$ cat config.mk
export PLATFORM = sky130hd
export DESIGN_NAME = rom_stream_ctrl
export DESIGN_NICKNAME = d
export VERILOG_FILES = /design/src/rtl/rom_stream_pkg.sv /design/src/rtl/rom_stream_ctrl.sv
export SDC_FILE = /design/constraint.sdc
export NUM_CORES = 1
export LEC_CHECK = 0
export CAP_MARGIN = 10
export CORE_UTILIZATION = 50
export DETAILED_ROUTE_END_ITERATION = 10
export PLACE_DENSITY = 0.91
export SKIP_LAST_GASP = 1
export SLEW_MARGIN = 10
export SYNTH_ARGS = -nofsm -noshare
export SYNTH_HDL_FRONTEND = slang
export SYNTH_SLANG_ARGS = --single-unit
$ cat constraint.sdc
create_clock -name clk -period 2.3 [get_ports clk]
set_input_delay 0.69 -clock clk [delete_from_list [all_inputs] [get_ports clk]]
set_output_delay 0.69 -clock clk [all_outputs]
set_load 0.005 [all_outputs]
$ cat src/rtl/rom_stream_pkg.sv
// Shared definitions for the ROM stream sequencer: default geometry and FSM states.
package rom_stream_pkg;

    localparam int unsigned ROM_DEPTH  = 256;
    localparam int unsigned ROM_DATA_W = 32;
    localparam int unsigned ROM_ADDR_W = 16;

    typedef enum logic [1:0] {
        IDLE,
        RUN,
        FIN
    } state_t;

endpackage

$ cat src/rtl/rom_stream_ctrl.sv
// Walks a base/length window of an external combinational ROM and streams the
// words out over valid/ready, optionally looping the window without bubbles.
module rom_stream_ctrl
    import rom_stream_pkg::*;
#(
    parameter int unsigned DATA_W = ROM_DATA_W,
    parameter int unsigned ADDR_W = ROM_ADDR_W,
    parameter int unsigned DEPTH  = ROM_DEPTH
) (
    input  logic              clk,
    input  logic              rst,
    input  logic              start,
    input  logic              abort,
    input  logic              loop,
    input  logic [ADDR_W-1:0] base_addr,
    input  logic [ADDR_W-1:0] num_words,
    output logic [ADDR_W-1:0] rom_addr,
    input  logic [DATA_W-1:0] rom_data,
    output logic [DATA_W-1:0] out_data,
    output logic              out_valid,
    input  logic              out_ready,
    output logic              busy,
    output logic              done,
    output logic [15:0]       pass_cnt
);

    localparam logic [ADDR_W-1:0] DEPTH_A = ADDR_W'(DEPTH);
    localparam logic [ADDR_W-1:0] LAST_A  = ADDR_W'(DEPTH - 1);
    localparam logic [ADDR_W-1:0] ONE_A   = ADDR_W'(1);

    state_t            state;
    logic [ADDR_W-1:0] cur_addr;
    logic [ADDR_W-1:0] base_lat;
    logic [ADDR_W-1:0] num_lat;
    logic              loop_lat;
    logic [ADDR_W-1:0] remaining;
    logic              out_last;

    logic [ADDR_W-1:0] base_mod;
    logic [ADDR_W-1:0] addr_inc;
    logic              slot_free;

    always_comb begin
        base_mod  = base_addr % DEPTH_A;
        addr_inc  = (cur_addr == LAST_A) ? '0 : cur_addr + 1'b1;
        slot_free = !out_valid || out_ready;
    end

    assign rom_addr = cur_addr;
    assign busy     = (state != IDLE);

    always_ff @(posedge clk) begin
        if (rst) begin
            state     <= IDLE;
            cur_addr  <= '0;
            base_lat  <= '0;
            num_lat   <= '0;
            loop_lat  <= 1'b0;
            remaining <= '0;
            out_data  <= '0;
            out_valid <= 1'b0;
            out_last  <= 1'b0;
            done      <= 1'b0;
            pass_cnt  <= '0;
        end else if (abort) begin
            state     <= IDLE;
            out_valid <= 1'b0;
            out_last  <= 1'b0;
            done      <= 1'b0;
        end else begin
            done <= 1'b0;
            case (state)
                IDLE: begin
                    if (start) begin
                        base_lat  <= base_mod;
                        num_lat   <= num_words;
                        loop_lat  <= loop;
                        cur_addr  <= base_mod;
                        remaining <= num_words;
                        pass_cnt  <= '0;
                        state     <= (num_words == '0) ? FIN : RUN;
                    end
                end
                RUN: begin
                    // out_last tags the final word of a pass so the count
                    // advances on its acceptance, not on its load.
                    if (out_valid && out_ready && out_last && pass_cnt != '1) begin
                        pass_cnt <= pass_cnt + 1'b1;
                    end
                    if (slot_free) begin
                        if (remaining != '0) begin
                            out_data  <= rom_data;
                            out_valid <= 1'b1;
                            out_last  <= (remaining == ONE_A);
                            if (remaining == ONE_A && loop_lat) begin
                                cur_addr  <= base_lat;
                                remaining <= num_lat;
                            end else begin
                                cur_addr  <= addr_inc;
                                remaining <= remaining - 1'b1;
                            end
                        end else begin
                            out_valid <= 1'b0;
                            out_last  <= 1'b0;
                            if (!loop_lat) begin
                                state <= FIN;
                            end
                        end
                    end
                end
                FIN: begin
                    done  <= 1'b1;
                    state <= IDLE;
                end
                default: state <= IDLE;
            endcase
        end
    end

endmodule

==> flow_metrics.py, run 1 <==
metrics = {
    "final_layout": {
        "fin_util": 0.704,
        "nNetsFinal": 900,
        "antenna_cells": 0,
        "area_growth_pct": 34.8,
        "drive_above_1_share": 0.131,
        "final_cells": 967,
    },
    "sta": {
        "fin_crit_ns": 2.24,
        "hold_slack_ns": 0.460,
        "max_freq_mhz": 447,
        "min_period_over_period": 0.973,
        "worst_pin_slew_ns": 0.558,
        "slew_violations": 0,
        "setup_viol": 0,
        "fin_skew_ns": 0.0123,
        "rsz0062_at_grt": "yes",
        "max-slew-margin-rel": 0.623,
        "hold_viol": 0,
    },
    "critical_path": {
        "start_kind": "register",
        "crit_type": "reg -> reg",
        "cp_cell_sequence": "inv_1, ha_1, buf_4, or4b_1, nor4_4, xor2_1, nand2_1, a41oi_1",
        "arrival_ns": 2.57,
        "crit_family": "simple AND/OR/NAND/NOR gates",
        "cp.required_ns": 2.63,
        "critical_path_peak_fanout": 6,
        "path_buf_inv": 2,
        "slowest_delay_ns": 0.55,
        "critPathCaptureType": "register",
        "worst_path_max_delay_cell": "or4b_1",
    },
    "pwr": {
        "combPwrFrac": 0.187,
        "power_density_nw_per_um2": 557,
        "power_switching_mw": 1.19,
        "seq_power_share": 0.505,
        "p_clk_frac": 0.308,
        "ir_worst_vdd_v": 0.000502,
        "p_sw_frac": 0.290,
        "internal-power_mw": 2.92,
        "power.total_mw": 4.11,
        "p_leak_nw": 2.64,
    },
    "detailed_routing": {
        "drt_iter0_markers": 425,
        "via_count": 5765,
        "routed_wl_mm": 16.3,
        "wl_per_cell_um": 16.9,
        "drc_errors": 0,
        "ant_nets": 0,
        "firstDrtPassIters": 6,
        "vias_per_cell": 5.96,
    },
    "clock_tree": {
        "clkSlewWorstSetupHoldPaths_ns": 0.11,
        "h-tree-depth": 3,
        "cts_hold_buf": 0,
        "cts_max_path_buffers": 2,
        "post_cts_buffers": 0,
        "ctsRootBufferMaster": "clkbuf_8",
        "clock_sinks": 110,
        "clk_latency_ns": 0.40,
        "numCtsBuffers": 9,
        "cts_tree": "built",
    },
    "synthesis": {
        "netlist_area_um2": 5470,
        "yosysTopAreaCell": "dfxtp_1",
        "yosys-top-cells-area": "dfxtp_1 40%, nand2_1 10%, a21oi_1 8.6%",
        "avgSynthCellArea_um2": 8.09,
        "yosys_warnings": 0,
        "synth_top_area_frac": 0.403,
        "syn_inst": 676,
        "synth_seq_cells": 110,
        "async_flop_share": 0,
        "synth_edf_count": 0,
        "synth.distinct_cells": 73,
        "syn_nets": 750,
        "yosysSeqAreaShare": 0.403,
        "dominantRegCellSynth": "dfxtp_1",
    },
    "grt": {
        "grt_pass1_vias": 5667,
        "grt_overflow": 0,
        "grt_use_total": 0.291,
        "grt_pass1_wl_mm": 26.4,
        "antenna_found_initial": 0,
        "grt_max_degree": 33,
    },
    "die": {
        "boundaryPins": 137,
        "dieArea_um2": 11400,
        "core_area_um2": 10500,
        "die_h_um": 107,
        "die_w_um": 107,
        "start_util": 0.523,
        "rows": 37,
    },
    "placed_design": {
        "place_inst": 951,
        "dpl.hpwl_mm": 11.4,
        "io_buffers": 128,
        "gp_congestion": 0.905,
    },
    "min_path": {
        "hp-class": "reg -> reg",
    },
    "job": {
        "maxCapViolations": 0,
    },
    "outcome": {
        "run_status": "finished, final reports clean",
    },
}
[metrics by stage]
stage / setup TNS (ns) / area, µm² / worst slack [ns]
floorplan: 0 / 5470 / 0.293
global placement: -3.39 / 7130 / -0.186
detailed placement: -7.35 / 7130 / -0.316
CTS: 0 / 7340 / 0.0330
global route: -0.0859 / 7370 / -0.0364
finish: 0 / 7370 / 0.0618
[path summary, 6_finish.rpt]
check / startpoint / slack (ns) / cells past startpoint / endpoint
worst min register to register: num_lat[6] / 0.46 / 2 / num_lat[6]
worst max-delay path: remaining[0] / 0.06 / 8 / remaining[10]
worst min-delay path: num_lat[6] / 0.46 / 2 / num_lat[6]
worst max register to register: remaining[0] / 0.06 / 8 / remaining[10]
[state kept, by name, summed over array words and instances (netlist names)]
signal     cells
base_lat       8
done           1
pass_cnt      16
loop_lat       1
num_lat       16
rom_addr      16
out_data      32
state          2
out_valid      1
out_last       1
remaining     16
[logic make-up (layout without fill, tap and decap cells)]
family | Yosys count | in the layout | share of synthesized area
and+or+nand+nor | 288 | 288 | 0.270
AOI/OAI and AO/OA | 189 | 189 | 0.216
DFF | 110 | 110 | 0.403
buffers and inverters | 58 | 213 | 0.0570
xor gates and xnor gates | 20 | 20 | 0.0320
muxes | 7 | 7 | 0.0133
adders and majority gates | 4 | 4 | 0.00915
[cell usage in the layout, fill, tap and decap left out, types with 7 or more instances in the layout]
cell type	count
or3_1	8
a31oi_1	8
a21oi_1	94
buf_4	54
inv_1	12
nand4_1	12
nand3_1	13
and4_1	7
clkbuf_8	10
nand2_1	149
dfxtp_1	108
xor2_1	9
o21ai_0	24
nor3_1	8
nor4_1	9
nor2_1	34
o211ai_1	7
xnor2_1	11
clkdlybuf4s50_1	127
[timing repair]
action | 4_1_cts | 5_1_grt
hold endpoints to repair | 0 | 0
cloned | 0 | 0
gates resized for setup | 1 | 6
endpoints found under the setup margin | 1 | 14
[area by class of cell]
class | count | area [µm²]
fillers | 805 | 3090
multi-input cells | 508 | 3000
flip-flops and latches | 110 | 2200
repair buffers | 185 | 1740
well taps | 136 | 170
clock buffers | 10 | 138
clock inverters | 6 | 75.1
inverters | 12 | 45.0
[cells in the mapped netlist (3+ instances only)]
master and instances:
a41oi_1 3, or2_2 3, nor4b_1 4, and4_1 7, buf_6 7, xor2_1 9
a2111oi_0 6, or4_1 5, buf_4 4, nand2_1 149, nand3_1 13, and3_1 4
o2111ai_1 6, xnor2_1 11, ha_1 4, a211oi_1 6, a21o_1 3, buf_2 8
a31o_2 3, dfxtp_1 110, nor2_1 35, o31ai_1 3, o21ai_0 24, o211ai_1 7
nor3_1 8, a31oi_1 8, nor4_1 10, or3_1 8, nand4_1 12, nand3b_1 4
mux2i_1 5, a21oi_1 94, o32ai_1 3, inv_1 12, and2_1 5, clkbuf_1 25
[per-layer routing]
layer  track usage  routed length [µm]  vias up
met5             0                   0        -
met4         0.122                 452        0
met3        0.0778                1320       55
met2         0.506                8040      274
met1         0.335                6500     2708
li1              -                   -     2728
[worst min-delay path: stages (launching register included)]
cell and delay (ns):
dfxtp_1 0.32, nand2_1 0.05, a21oi_1 0.05
[power by group through the flow]
stage / registers [mW] / clock network [mW] / logic, mW
final: 2.08 / 1.26 / 0.767
after global routing: 2.09 / 1.36 / 0.829
after CTS: 2.07 / 1.29 / 0.748
after detailed placement: 2.11 / 0 / 0.741
after global placement: 2.11 / 0 / 0.717
after floorplan: 2.08 / 0 / 0.424
(Power assumes the default switching activity.)
==> inputs of run 2 (changes only) <==
--- a/config.mk
+++ b/config.mk
@@ -8,6 +8,7 @@
 export CAP_MARGIN = 10
 export CORE_UTILIZATION = 50
 export DETAILED_ROUTE_END_ITERATION = 10
+export GPL_TIMING_DRIVEN = 0
 export PLACE_DENSITY = 0.91
 export SKIP_LAST_GASP = 1
 export SLEW_MARGIN = 10
==> flow_metrics.py, run 2 (synthesis results as in run 1) <==
metrics = {
    "outcome": {
        "run_status": "finished, final reports clean",
    },
    "grt": {
        "grt_pass1_vias": 5629,
        "antenna_found_initial": 0,
        "grt_use_total": 0.301,
        "grt_overflow": 0,
        "grt_pass1_wl_mm": 27.1,
        "grt_max_degree": 21,
    },
    "placed_design": {
        "dp_slack_ns": -0.739,
        "dpl.hpwl_mm": 12.2,
        "place_inst": 940,
        "io_buffers": 128,
        "gp_congestion": 0.919,
    },
    "final_layout": {
        "antenna_cells": 0,
        "fin_util": 0.700,
        "layout_commonest_cell": "nand2_1",
        "largest_register_ffs": 32,
        "drive_above_1_share": 0.122,
        "final_cells": 962,
        "nNetsFinal": 895,
        "top_register": "out_data",
        "area_growth_pct": 34.0,
        "final_cell_mix": "149 x nand2_1, 127 x clkdlybuf4s50_1, 108 x dfxtp_1, 93 x a21oi_1, 32 x nor2_1",
    },
    "critical_path": {
        "cp.required_ns": 2.62,
        "arrival_ns": 2.61,
        "critical_path_peak_fanout": 10,
        "slowest_delay_ns": 0.52,
        "path_buf_inv": 2,
        "worst_path_max_delay_cell": "or4_1",
        "critPathCaptureType": "register",
        "start_kind": "primary input",
        "crit_family": "simple AND/OR/NAND/NOR gates",
        "cp_cell_sequence": "clkdlybuf4s50_1, nor2_2, o211a_4, o21ai_4, buf_6, or4_1, a21oi_1",
        "crit_type": "in -> reg",
    },
    "clock_tree": {
        "clock_sinks": 110,
        "numCtsBuffers": 9,
        "cts_tree": "built",
        "cts_max_path_buffers": 2,
        "ctsRootBufferMaster": "clkbuf_8",
        "clkSlewWorstSetupHoldPaths_ns": 0.11,
        "cts_hold_buf": 0,
        "clk_latency_ns": 0.40,
        "h-tree-depth": 3,
    },
    "sta": {
        "max-slew-margin-rel": 0.517,
        "min_period_over_period": 0.996,
        "fin_ws_ns": 0.0100,
        "rsz0062_at_grt": "yes",
        "setup_viol": 0,
        "hold_viol": 0,
        "fin_skew_ns": 0.0137,
        "slew_violations": 0,
        "fin_crit_ns": 2.29,
        "max_freq_mhz": 437,
        "worst_pin_slew_ns": 0.716,
    },
    "die": {
        "dieArea_um2": 11400,
        "start_util": 0.523,
        "core_area_um2": 10500,
        "die_h_um": 107,
        "boundaryPins": 137,
        "rows": 37,
        "die_w_um": 107,
    },
    "detailed_routing": {
        "drt_iter0_markers": 458,
        "ant_nets": 0,
        "drc_errors": 0,
        "vias_per_cell": 6.06,
        "firstDrtPassIters": 5,
        "via_count": 5826,
        "routed_wl_mm": 17.3,
        "wl_per_cell_um": 17.9,
    },
    "pwr": {
        "ir_worst_vdd_v": 0.000563,
        "power_density_nw_per_um2": 565,
        "p_leak_nw": 2.56,
    },
    "min_path": {
        "hp-class": "reg -> reg",
    },
    "job": {
        "maxCapViolations": 0,
    },
}
-- run 2: changes by cell type in the layout (fill, tap and decap cells not counted), sizes merged --
cell and delta:
dlygate4sd1 +1, dlymetal6s2s +1, clkinvlp +1, clkbuf +23
buf -31
-- run 2: cell type report --
class                   instances  area [µm²]
clock buffers                   9         124
well taps                     136         170
inverters                      12        45.0
fillers                       842        3140
flip-flops and latches        110        2200
plain buffers                  46         287
repair buffers                134        1330
clock inverters                 7        90.1
multi-input cells             508        3080
-- run 2: timing repair --
action | CTS | global route
pin swaps | 1 | 1
endpoints found under the setup margin | 87 | 87
gates resized for setup | 14 | 42
setup buffers | 1 | 5
-- run 2: layer usage --
| metal | up-vias | track usage | wire, µm |
|---|---|---|---|
| met4 | 0 | 0.130 | 480 |
| met1 | 2735 | 0.363 | 6650 |
| met3 | 50 | 0.0930 | 1800 |
| met5 | - | 0 | 0 |
| li1 | 2718 | - | - |
| met2 | 323 | 0.494 | 8320 |
-- run 2: path summary, 6_finish.rpt --
path,startpoint,cells after the start,slack (ns),endpoint
worst max-delay path,abort,7,0.01,rom_addr[11]
worst min-delay path,out_data[24],2,0.46,out_data[24]
worst max register to register,loop_lat,8,0.04,remaining[11]
worst min register to register,out_data[24],2,0.46,out_data[24]
-- run 2: power breakdown --
part	switching [mW]	total, mW	internal (mW)
clock	0.752	1.28	0.528
combinational	0.414	0.792	0.378
sequential	0.0865	2.07	1.98
-- run 2: tightest hold or removal path, stage by stage (launching register included) --
cell and delay, ns:
dfxtp_1 0.33, nand2_1 0.05, a21oi_1 0.05
-- run 2: metrics by stage --
| stage | instance area (µm²) | total power, mW | TNS (ns) | hold slack [ns] |
|---|---|---|---|---|
| global placement | 6920 | 2.80 | -32.39 | 0.439 |
| CTS | 7180 | 4.08 | -0.119 | 0.462 |
| finish | 7330 | 4.14 | 0 | 0.462 |
| global route | 7330 | 4.29 | -0.861 | 0.475 |
| floorplan | 5470 | 2.51 | 0 | 0.431 |
| detailed placement | 6920 | 2.83 | -40.07 | 0.446 |
==> inputs of run 3 (changes only) <==
--- a/config.mk
+++ b/config.mk
@@ -6,10 +6,10 @@
 export NUM_CORES = 1
 export LEC_CHECK = 0
 export CAP_MARGIN = 10
-export CORE_UTILIZATION = 50
+export CORE_UTILIZATION = 40
 export DETAILED_ROUTE_END_ITERATION = 10
 export GPL_TIMING_DRIVEN = 0
-export PLACE_DENSITY = 0.91
+export PLACE_DENSITY = 0.8
 export SKIP_LAST_GASP = 1
 export SLEW_MARGIN = 10
 export SYNTH_ARGS = -nofsm -noshare
==> constraint.sdc (replaced) <==
create_clock -name clk -period 2.1 [get_ports clk]
set_input_delay 0.63 -clock clk [delete_from_list [all_inputs] [get_ports clk]]
set_output_delay 0.63 -clock clk [all_outputs]
set_load 0.005 [all_outputs]
==> flow_metrics.py, run 3 (synthesis results as in run 1) <==
metrics = {
    "detailed_routing": {
        "via_count": 5856,
        "vias_per_cell": 5.76,
        "firstDrtPassIters": 5,
        "wl_per_cell_um": 17.8,
        "ant_nets": 0,
        "routed_wl_mm": 18.1,
        "drc_errors": 0,
        "drt_iter0_markers": 395,
    },
    "sta": {
        "worst_pin_slew_ns": 0.852,
        "max_freq_mhz": 468,
        "fin_ws_ns": -0.0385,
        "setup_viol": 3,
        "fin_skew_ns": 0.00941,
        "fin_crit_ns": 2.14,
        "max-slew-margin-rel": 0.430,
        "rsz0062_at_grt": "yes",
        "slew_violations": 0,
        "min_period_over_period": 1.02,
        "hold_viol": 0,
    },
    "die": {
        "die_w_um": 119,
        "rows": 42,
        "die_h_um": 119,
        "boundaryPins": 137,
        "core_area_um2": 13300,
        "start_util": 0.411,
        "dieArea_um2": 14100,
    },
    "pwr": {
        "p_clk_frac": 0.379,
        "ir_worst_vdd_v": 0.000598,
        "combPwrFrac": 0.183,
        "internal-power_mw": 3.75,
        "p_sw_frac": 0.274,
        "seq_power_share": 0.438,
        "power_switching_mw": 1.42,
        "power.total_mw": 5.17,
        "p_leak_nw": 2.80,
        "power_density_nw_per_um2": 653,
    },
    "final_layout": {
        "layout_commonest_cell": "nand2_1",
        "drive_above_1_share": 0.173,
        "nNetsFinal": 909,
        "fin_util": 0.596,
        "antenna_cells": 0,
        "final_area_um2": 7930,
        "final_cell_mix": "149 x nand2_1, 126 x clkdlybuf4s50_1, 104 x dfxtp_1, 91 x a21oi_1, 32 x nor2_1",
        "top_register": "out_data",
        "largest_register_ffs": 32,
        "area_growth_pct": 44.9,
    },
    "grt": {
        "antenna_found_initial": 0,
        "grt_pass1_vias": 5257,
        "grt_pass1_wl_mm": 27.5,
        "grt.busiest_layer": "met2",
        "use_met3": 0.0680,
        "grt_use_total": 0.245,
        "grt_overflow": 0,
        "grt_max_degree": 19,
        "grtUsageMet2": 0.397,
        "grt_util_met1": 0.307,
    },
    "min_path": {
        "whs_path_depth": 2,
        "min_from": "base_lat[6]",
        "min_to": "base_lat[6]",
        "hp-class": "reg -> reg",
    },
    "placed_design": {
        "dp_slack_ns": -0.887,
        "dpl.hpwl_mm": 11.7,
        "gp_congestion": 0.912,
        "dpl_cell_area_um2": 6970,
        "io_buffers": 128,
    },
    "critical_path": {
        "timing.rr.end": "remaining[15]",
        "cp.required_ns": 2.39,
        "r2r-start": "remaining[2]",
        "ff2ff_path_depth": 6,
        "reg2reg_slack_ns": 0.05,
        "start_kind": "primary input",
        "arrival_ns": 2.43,
        "critPathCaptureType": "register",
        "critical_path_peak_fanout": 7,
        "crit_type": "in -> reg",
    },
    "clock_tree": {
        "cts_tree": "built",
        "numCtsBuffers": 9,
        "cts_max_path_buffers": 2,
        "clock_sinks": 110,
        "h-tree-depth": 3,
        "ctsRootBufferMaster": "clkbuf_16",
        "clkSlewWorstSetupHoldPaths_ns": 0.07,
        "clk_latency_ns": 0.36,
        "cts_hold_buf": 0,
    },
    "job": {
        "maxCapViolations": 0,
    },
    "outcome": {
        "run_status": "finished with violations",
        "violations": "setup timing",
    },
}
[run 3: repair_timing]
item	4_1_cts	5_1_grt
pin swaps	4	16
gates resized for setup	54	55
setup buffers	6	16
gates cloned	0	0
setup endpoints to repair	102	104
[run 3: how the worst max path moves through the flow]
stage | slack (ns) | depth (start not counted) | endpoint | from
2_1_floorplan | 0.15 | 9 | rom_addr[7] | remaining[1]
3_3_place_gp | -0.86 | 7 | num_lat[15] | abort
3_5_place_dp | -0.89 | 7 | base_lat[6] | abort
4_1_cts | -0.09 | 6 | pass_cnt[9] | start
5_1_grt | -0.12 | 7 | pass_cnt[13] | out_ready
6_report | -0.04 | 7 | rom_addr[11] | out_ready
[run 3: area by class of cell]
cell class / count / area, µm²
Multi-Input combinational cell: 508 / 3310
Tap cell: 176 / 220
Timing Repair Buffer: 150 / 1480
Clock inverter: 5 / 88.8
Fill cell: 1172 / 5370
Buffer: 44 / 318
Inverter: 12 / 45.0
Clock buffer: 11 / 253
Sequential cell: 110 / 2210
[run 3: metal layers]
metal	part of all wire	vias to the layer above
met4	0.032	0
met1	0.42	2765
li1	-	2743
met3	0.083	52
met5	0	-
met2	0.47	296
[run 3: power groups by stage]
stage | sequential, mW | clock [mW] | combinational (mW)
after global routing | 2.27 | 2.05 | 1.02
after detailed placement | 2.30 | 0 | 0.795
after global placement | 2.30 | 0 | 0.788
after floorplan | 2.28 | 0 | 0.464
final | 2.26 | 1.96 | 0.948
after CTS | 2.25 | 1.99 | 0.857
[run 3: worst max-delay path, stage by stage]
cell	delay [ns]
clkdlybuf4s50_1	0.51
nand3b_1	0.16
o211a_4	0.23
o21ai_2	0.08
buf_6	0.16
or4_1	0.50
a21oi_1	0.15
[run 3: metrics by stage]
step	TNS [ns]	hold slack, ns	std cells
final	-0.0680	0.453	1016
after CTS	-0.457	0.453	1001
after floorplan	0	0.431	676
after global routing	-1.19	0.475	1016
after global placement	-51.16	0.439	980
after detailed placement	-53.60	0.443	980
